`src/rtl/alu_multicycle_if.sv`:
```
// alu_multicycle_if: request/result handshake bundle for alu_multicycle.
//   Request side : valid_i, ready_o, data1_i, data2_i, ALUCtrl_i
//   Result side  : valid_o, ready_i, data_o, Zero_o
//   Status       : busy_o (multiplier iterating)
// slave modport is the ALU's view; master modport is the driver/consumer's view.
interface alu_multicycle_if #(
    parameter int WIDTH = 32
);
    logic             valid_i;
    logic             ready_o;
    logic [WIDTH-1:0] data1_i;
    logic [WIDTH-1:0] data2_i;
    logic [2:0]       ALUCtrl_i;
    logic             valid_o;
    logic             ready_i;
    logic [WIDTH-1:0] data_o;
    logic             Zero_o;
    logic             busy_o;

    modport slave (
        input  valid_i, data1_i, data2_i, ALUCtrl_i, ready_i,
        output ready_o, valid_o, data_o, Zero_o, busy_o
    );

    modport master (
        output valid_i, data1_i, data2_i, ALUCtrl_i, ready_i,
        input  ready_o, valid_o, data_o, Zero_o, busy_o
    );
endinterface

```
`src/rtl/alu_multicycle.sv`:
```
// alu_multicycle: handshaked execute-stage ALU with a registered result and a
// fixed-latency iterative shift-add multiplier.
// Ports:
//   clk_i  - clock, all state updates on the rising edge
//   rst_i  - synchronous active-high reset
//   bus    - alu_multicycle_if.slave (request, result and busy signals)
// Single-cycle ops deliver a result one edge after accept; MUL takes WIDTH+1.
module alu_multicycle #(
    parameter int WIDTH   = 32,
    parameter int SHAMT_W = $clog2(WIDTH)
) (
    input  logic                clk_i,
    input  logic                rst_i,
    alu_multicycle_if.slave     bus
);
    localparam int COUNT_W = $clog2(WIDTH) + 1;

    localparam logic [2:0] OP_AND  = 3'b000;
    localparam logic [2:0] OP_XOR  = 3'b001;
    localparam logic [2:0] OP_SLL  = 3'b010;
    localparam logic [2:0] OP_ADD  = 3'b011;
    localparam logic [2:0] OP_SUB  = 3'b100;
    localparam logic [2:0] OP_MUL  = 3'b101;
    localparam logic [2:0] OP_ADDI = 3'b110;
    localparam logic [2:0] OP_SRA  = 3'b111;

    typedef enum logic {IDLE, MUL} state_t;

    state_t               state, state_n;
    logic                 valid_q;
    logic [WIDTH-1:0]     data_q;
    logic                 zero_q;
    logic [WIDTH-1:0]     acc;
    logic [WIDTH-1:0]     mcand;
    logic [WIDTH-1:0]     mplier;
    logic [COUNT_W-1:0]   count;
    logic                 ready;
    logic                 busy;
    logic                 accept;
    logic [WIDTH-1:0]     comb_res;
    logic [WIDTH-1:0]     acc_next;

    // Single-cycle result; MUL is handled by the iterative datapath instead.
    function automatic logic [WIDTH-1:0] alu_comb(
        input logic [2:0]       op,
        input logic [WIDTH-1:0] a,
        input logic [WIDTH-1:0] b
    );
        logic signed [WIDTH-1:0] a_s;
        logic [SHAMT_W-1:0]      sh;
        logic [WIDTH-1:0]        r;
        a_s = a;
        sh  = b[SHAMT_W-1:0];
        r   = '0;
        case (op)
            OP_AND:  r = a & b;
            OP_XOR:  r = a ^ b;
            OP_SLL:  r = a << sh;
            OP_ADD,
            OP_ADDI: r = a + b;
            OP_SUB:  r = a - b;
            OP_SRA:  r = a_s >>> sh;
            default: r = '0;
        endcase
        return r;
    endfunction

    assign accept   = bus.valid_i && ready;
    assign comb_res = alu_comb(bus.ALUCtrl_i, bus.data1_i, bus.data2_i);
    assign acc_next = mplier[0] ? (acc + mcand) : acc;

    always_ff @(posedge clk_i) begin
        if (rst_i) begin
            state <= IDLE;
        end else begin
            state <= state_n;
        end
    end

    // ready_o depends only on state, valid_o and ready_i, never on valid_i.
    always_comb begin
        state_n = state;
        ready   = 1'b0;
        busy    = 1'b0;
        case (state)
            IDLE: begin
                ready = !valid_q || bus.ready_i;
                if (accept && bus.ALUCtrl_i == OP_MUL) begin
                    state_n = MUL;
                end
            end
            MUL: begin
                busy = 1'b1;
                if (count == COUNT_W'(1)) begin
                    state_n = IDLE;
                end
            end
            default: state_n = IDLE;
        endcase
    end

    always_ff @(posedge clk_i) begin
        if (rst_i) begin
            valid_q <= 1'b0;
            data_q  <= '0;
            zero_q  <= 1'b0;
            acc     <= '0;
            mcand   <= '0;
            mplier  <= '0;
            count   <= '0;
        end else if (state == IDLE) begin
            if (accept) begin
                if (bus.ALUCtrl_i == OP_MUL) begin
                    mcand   <= bus.data1_i;
                    mplier  <= bus.data2_i;
                    acc     <= '0;
                    count   <= COUNT_W'(WIDTH);
                    valid_q <= 1'b0;
                end else begin
                    data_q  <= comb_res;
                    zero_q  <= (comb_res == '0);
                    valid_q <= 1'b1;
                end
            end else if (valid_q && bus.ready_i) begin
                valid_q <= 1'b0;
            end
        end else begin
            // One shift-add step per cycle; fixed WIDTH iterations, no early exit.
            acc    <= acc_next;
            mcand  <= mcand << 1;
            mplier <= mplier >> 1;
            count  <= count - COUNT_W'(1);
            if (count == COUNT_W'(1)) begin
                data_q  <= acc_next;
                zero_q  <= (acc_next == '0);
                valid_q <= 1'b1;
            end
        end
    end

    assign bus.ready_o = ready;
    assign bus.busy_o  = busy;
    assign bus.valid_o = valid_q;
    assign bus.data_o  = data_q;
    assign bus.Zero_o  = zero_q;
endmodule

```
`src/flat_wrapper.sv`:
```
// flat-port wrapper written by rule: the top's interface ports become plain ports
module alu_multicycle_flat 
#(
    parameter int WIDTH   = 32,
    parameter int SHAMT_W = $clog2(WIDTH)
)
  (clk_i, rst_i, bus_valid_i, bus_data1_i, bus_data2_i, bus_ALUCtrl_i, bus_ready_i, bus_ready_o, bus_valid_o, bus_data_o, bus_Zero_o, bus_busy_o);
  alu_multicycle_if #(.WIDTH(WIDTH)) bus_i ();
  input  logic clk_i;
  input  logic rst_i;
  input wire logic [$bits(bus_i.valid_i)-1:0] bus_valid_i;
  input wire logic [$bits(bus_i.data1_i)-1:0] bus_data1_i;
  input wire logic [$bits(bus_i.data2_i)-1:0] bus_data2_i;
  input wire logic [$bits(bus_i.ALUCtrl_i)-1:0] bus_ALUCtrl_i;
  input wire logic [$bits(bus_i.ready_i)-1:0] bus_ready_i;
  output wire logic [$bits(bus_i.ready_o)-1:0] bus_ready_o;
  output wire logic [$bits(bus_i.valid_o)-1:0] bus_valid_o;
  output wire logic [$bits(bus_i.data_o)-1:0] bus_data_o;
  output wire logic [$bits(bus_i.Zero_o)-1:0] bus_Zero_o;
  output wire logic [$bits(bus_i.busy_o)-1:0] bus_busy_o;
  assign bus_i.valid_i = bus_valid_i;
  assign bus_i.data1_i = bus_data1_i;
  assign bus_i.data2_i = bus_data2_i;
  assign bus_i.ALUCtrl_i = bus_ALUCtrl_i;
  assign bus_i.ready_i = bus_ready_i;
  assign bus_ready_o = bus_i.ready_o;
  assign bus_valid_o = bus_i.valid_o;
  assign bus_data_o = bus_i.data_o;
  assign bus_Zero_o = bus_i.Zero_o;
  assign bus_busy_o = bus_i.busy_o;
  alu_multicycle #(.WIDTH(WIDTH), .SHAMT_W(SHAMT_W)) u_core (.clk_i(clk_i), .rst_i(rst_i), .bus(bus_i));
endmodule
```
`config.mk`:
```
export PLATFORM = sky130hd
export DESIGN_NAME = alu_multicycle_flat
export DESIGN_NICKNAME = d
export VERILOG_FILES = /design/src/rtl/alu_multicycle_if.sv /design/src/rtl/alu_multicycle.sv /design/src/flat_wrapper.sv
export SDC_FILE = /design/constraint.sdc
export NUM_CORES = 1
export LEC_CHECK = 0
export ABC_AREA = 1
export CORE_MARGIN = 2
export CORE_UTILIZATION = 57
export DETAILED_ROUTE_END_ITERATION = 16
export PLACE_DENSITY = 0.75
export SETUP_SLACK_MARGIN = 0.3
export SLEW_MARGIN = 20
export SYNTH_ARGS = -nofsm -noshare
export SYNTH_HDL_FRONTEND = slang
export SYNTH_SLANG_ARGS = --single-unit
```
`constraint.sdc`:
```
create_clock -name clk_i -period 7.34 [get_ports clk_i]
set_input_delay 2.202 -clock clk_i [delete_from_list [all_inputs] [get_ports clk_i]]
set_output_delay 2.202 -clock clk_i [all_outputs]
set_load 0.05 [all_outputs]
```
==> impl_results.md <==
- Chip width: ~170 um
- Routability cong.: ~1.1
- Synth Area in Compound Gates: 0.1578
- Clock Root Buffer: clkbuf_16
- Ys async rst share: 0
- Setup crit end kind: flop
- Fill cells: ~2.5k
- Initial antenna violation count: 1
- Area growth from synthesis to layout: 10.98%
- Clock Latency Late Sink: ~0.45 ns
- WHS Endpoint: u_core.mplier[8]$_SDFFE_PP0P_
- Warnings, synthesis: 0
- Final HPWL DP: between 50000 and 60000 um
- Global-route wire length before repair: a little over 100000 um
- Simple-gate share of the synthesized area: 0.4603
- Detailed Route WL: a little under 70000 um
- R2R cell count: 19
- Post-synth EDFFs: 0
- CTS tree: done
- Final Power: 2768 uW
- Slew margin rel.: 0.2531
- Hold Vio Cnt, Final: 0
- Multi-input combinational cell area: 0.01119 mm2
- Leak Pwr: 0.008196 uW
- Cells after synthesis: about 2.8k
- Avg Inst Size Synth: between 5 and 6 um2
- Gr usage total: 0.4632
- Placed Instances: around 3.1k
- Syn Std Cell Area: between 0.015 and 0.02 mm2
- DIE AREA: between 0.02 and 0.03 mm2
- Highest clock rate: between 0.15 and 0.2 GHz
- Combinational family with the most area after synthesis: simple AND/OR/NAND/NOR gates
- Gr ovfl total: 0
- Fin util: 0.6412
- Status: completed
- Initial Util: 0.5777
- Pwr Density: between 150 and 200 mW/mm2
- RSZ-0062 raised after global routing: false
- Synth Flop Type: dfxtp_1
- Crit Path Class: in2reg
- CTS clock-pin slew for the worst setup and hold paths: 0.08 ns
- Synth top cells by count: nand2_1, nand3_1, inv_1
- PnR worst setup slack: roughly 1.1 ns
- Layout net count: between 2k and 3k
- Final count of pins violating max slew: 0
- Xor-xnor portion of the synthesized cell area: 0.02031
- Count leader, synth: nand2_1
- CP max-delay cell: clkdlybuf4s50_1
- Reg2reg setup slack: ~3.8 ns
- Setup TNS after final layout: 0 ns
- Max Cap Viol: 0
- Post-synthesis adder-cell area fraction: 0.08155
- Max FO, Critical Path: 33
- Drt pass-1 iters: 9
- VDD IR max: between 0.15 and 0.2 mV
- Mux contribution to synthesized area: 0
- Chip height: 169.0 um
- Hold path depth: 2
- Layout cells sized above 1: 0.04585
- Number of global-route vias before repair: 18.35k
- CP arrival: about 6.6 ns
- Syn Nets: approximately 2.9k
- Core ar.: about 0.027 mm2
- DRC: 0
- Synth top area share: 0.2273
- Largest area contributor in the synthesized netlist: nand2_1
- Crit-path most repeated cell: nand2_1
- Hold-fix buffer count after cts: 0
- Largest net degree at the start of global routing: just under 100
- Crit path max-delay family: simple AND/OR/NAND/NOR gates
- Synthesis-stage register bit count: approximately 140
- Final Non-Filler Cells: between 3k and 4k
- HP Class: reg2reg
- Crit path launch type: primary input
- DP Worst Slack: just over 0.8 ns
- Crit-path max cell delay: about 0.50 ns
- CP bufs+invs: 7
- Initial drt markers: between 2k and 3k
- Post-synthesis cell type count: 53
- Clock Skews: 0.01651 ns
- H-tree Lvls: 4
- R2r startpoint: u_core.mcand[0]$_SDFFE_PP0P_
- Clock sink total: approximately 140
- Post_cts resized: 0
- Post-CTS setup buffer count: 0
- Register area: 0.002746 mm2
- Bufs on Longest Clock Path: 2
- RR Endpoint: u_core.bus.Zero_o$_SDFFE_PP0P_
- Total CTS buffers: 17
- Post-synthesis sequential area ratio: 0.1766
- Period utilization: 0.8510
- Final number of setup-violating endpoints: 0
- Critical Path RT: 7.73 ns
- Tmin final: roughly 6.2 ns
- Vias after detailed routing: roughly 20k
- Post-route ant nets: 0
- Slew @ Worst Pin: roughly 1.1 ns
- Synth area leaders: nand2_1, dfxtp_1, nand3_1
- Post-DR vias/cell: about 6.4
- WL per Instance: 21.58 um
- IO Pins: around 110
- IO buf count: around 110
- # rows: 60
- Worst min-delay path startpoint: u_core.mplier[8]$_SDFFE_PP0P_
-- final cells by class --
cell class                 count  share of cell area
tap                          341             0.02476
antenna                        1           0.0001452
clock inverter                15             0.01017
timing repair buffer         130             0.07130
sequential                   137              0.1594
inverter                     274             0.05998
clock buffer                  17             0.02469
multi-input combinational   2219              0.6496
-- cells by family after synthesis --
| logic type | count (synthesis) |
|---|---|
| xor+xnor | 36 |
| simple gates | 1665 |
| compound gates | 418 |
| flops | 137 |
| fa+ha+maj | 100 |
| buf+inv | 397 |
-- worst max path at each step --
stage,startpoint,endpoint,cells past startpoint
after floorplan,bus_data2_i[1],u_core.bus.Zero_o$_SDFFE_PP0P_,33
after global placement,bus_data2_i[0],u_core.bus.Zero_o$_SDFFE_PP0P_,28
after detailed placement,bus_data2_i[0],u_core.bus.Zero_o$_SDFFE_PP0P_,28
after CTS,bus_data2_i[0],u_core.bus.Zero_o$_SDFFE_PP0P_,28
after global routing,bus_data2_i[0],u_core.bus.Zero_o$_SDFFE_PP0P_,28
final,bus_data2_i[0],u_core.bus.Zero_o$_SDFFE_PP0P_,28
-- registers in the layout, summed over array words and instances, names as in the netlist --
name	count
u_core.bus.valid_o	1
u_core.count	6
u_core.mplier	32
u_core.bus.Zero_o	1
u_core.state	1
u_core.bus.data_o	32
u_core.mcand	32
u_core.acc	32
-- cells in the final DEF, fill, tap and decap left out, drive strengths merged, types with 14 or more instances in the layout --
| cell type | count |
|---|---|
| o211ai | 14 |
| ha | 98 |
| nand2 | 957 |
| a22o | 17 |
| o21ai | 89 |
| nor2 | 177 |
| nor3 | 22 |
| nand3 | 429 |
| xor2 | 23 |
| nand4 | 28 |
| clkdlybuf4s50 | 103 |
| nand3b | 18 |
| dfxtp | 137 |
| or2 | 28 |
| a21oi | 181 |
| a22oi | 52 |
| buf | 27 |
| a31oi | 36 |
| inv | 281 |
| clkbuf | 17 |
-- through the flow --
step | area (um2) | hold WS, ns
floorplan | 15530 | 0.4393
global placement | 16630 | 0.4496
detailed placement | 16630 | 0.4555
CTS | 17230 | 0.4673
global route | 17230 | 0.4848
finish | 17230 | 0.4692
-- routing by layer --
| layer | part of all wire | GRT usage | vias to the layer above |
|---|---|---|---|
| met2 | 0.44 | 0.7573 | 1430 |
| met5 | 0 | 0 | - |
| met1 | 0.37 | 0.5588 | 8975 |
| met4 | 0.067 | 0.2605 | 0 |
| li1 | - | - | 9207 |
| met3 | 0.12 | 0.1118 | 334 |
-- power by group --
part | total [uW] | internal [uW] | switching, uW
Combinational | 1050 | 313 | 737
Sequential | 803 | 774 | 28.4
Clock | 916 | 489 | 428
-- worst min-delay path: stages, from the launching register on --
cell and delay (ns):
dfxtp_1 0.32, nand2_1 0.06, a21oi_1 0.05
Note: power is estimated with default switching activity, not from simulation.
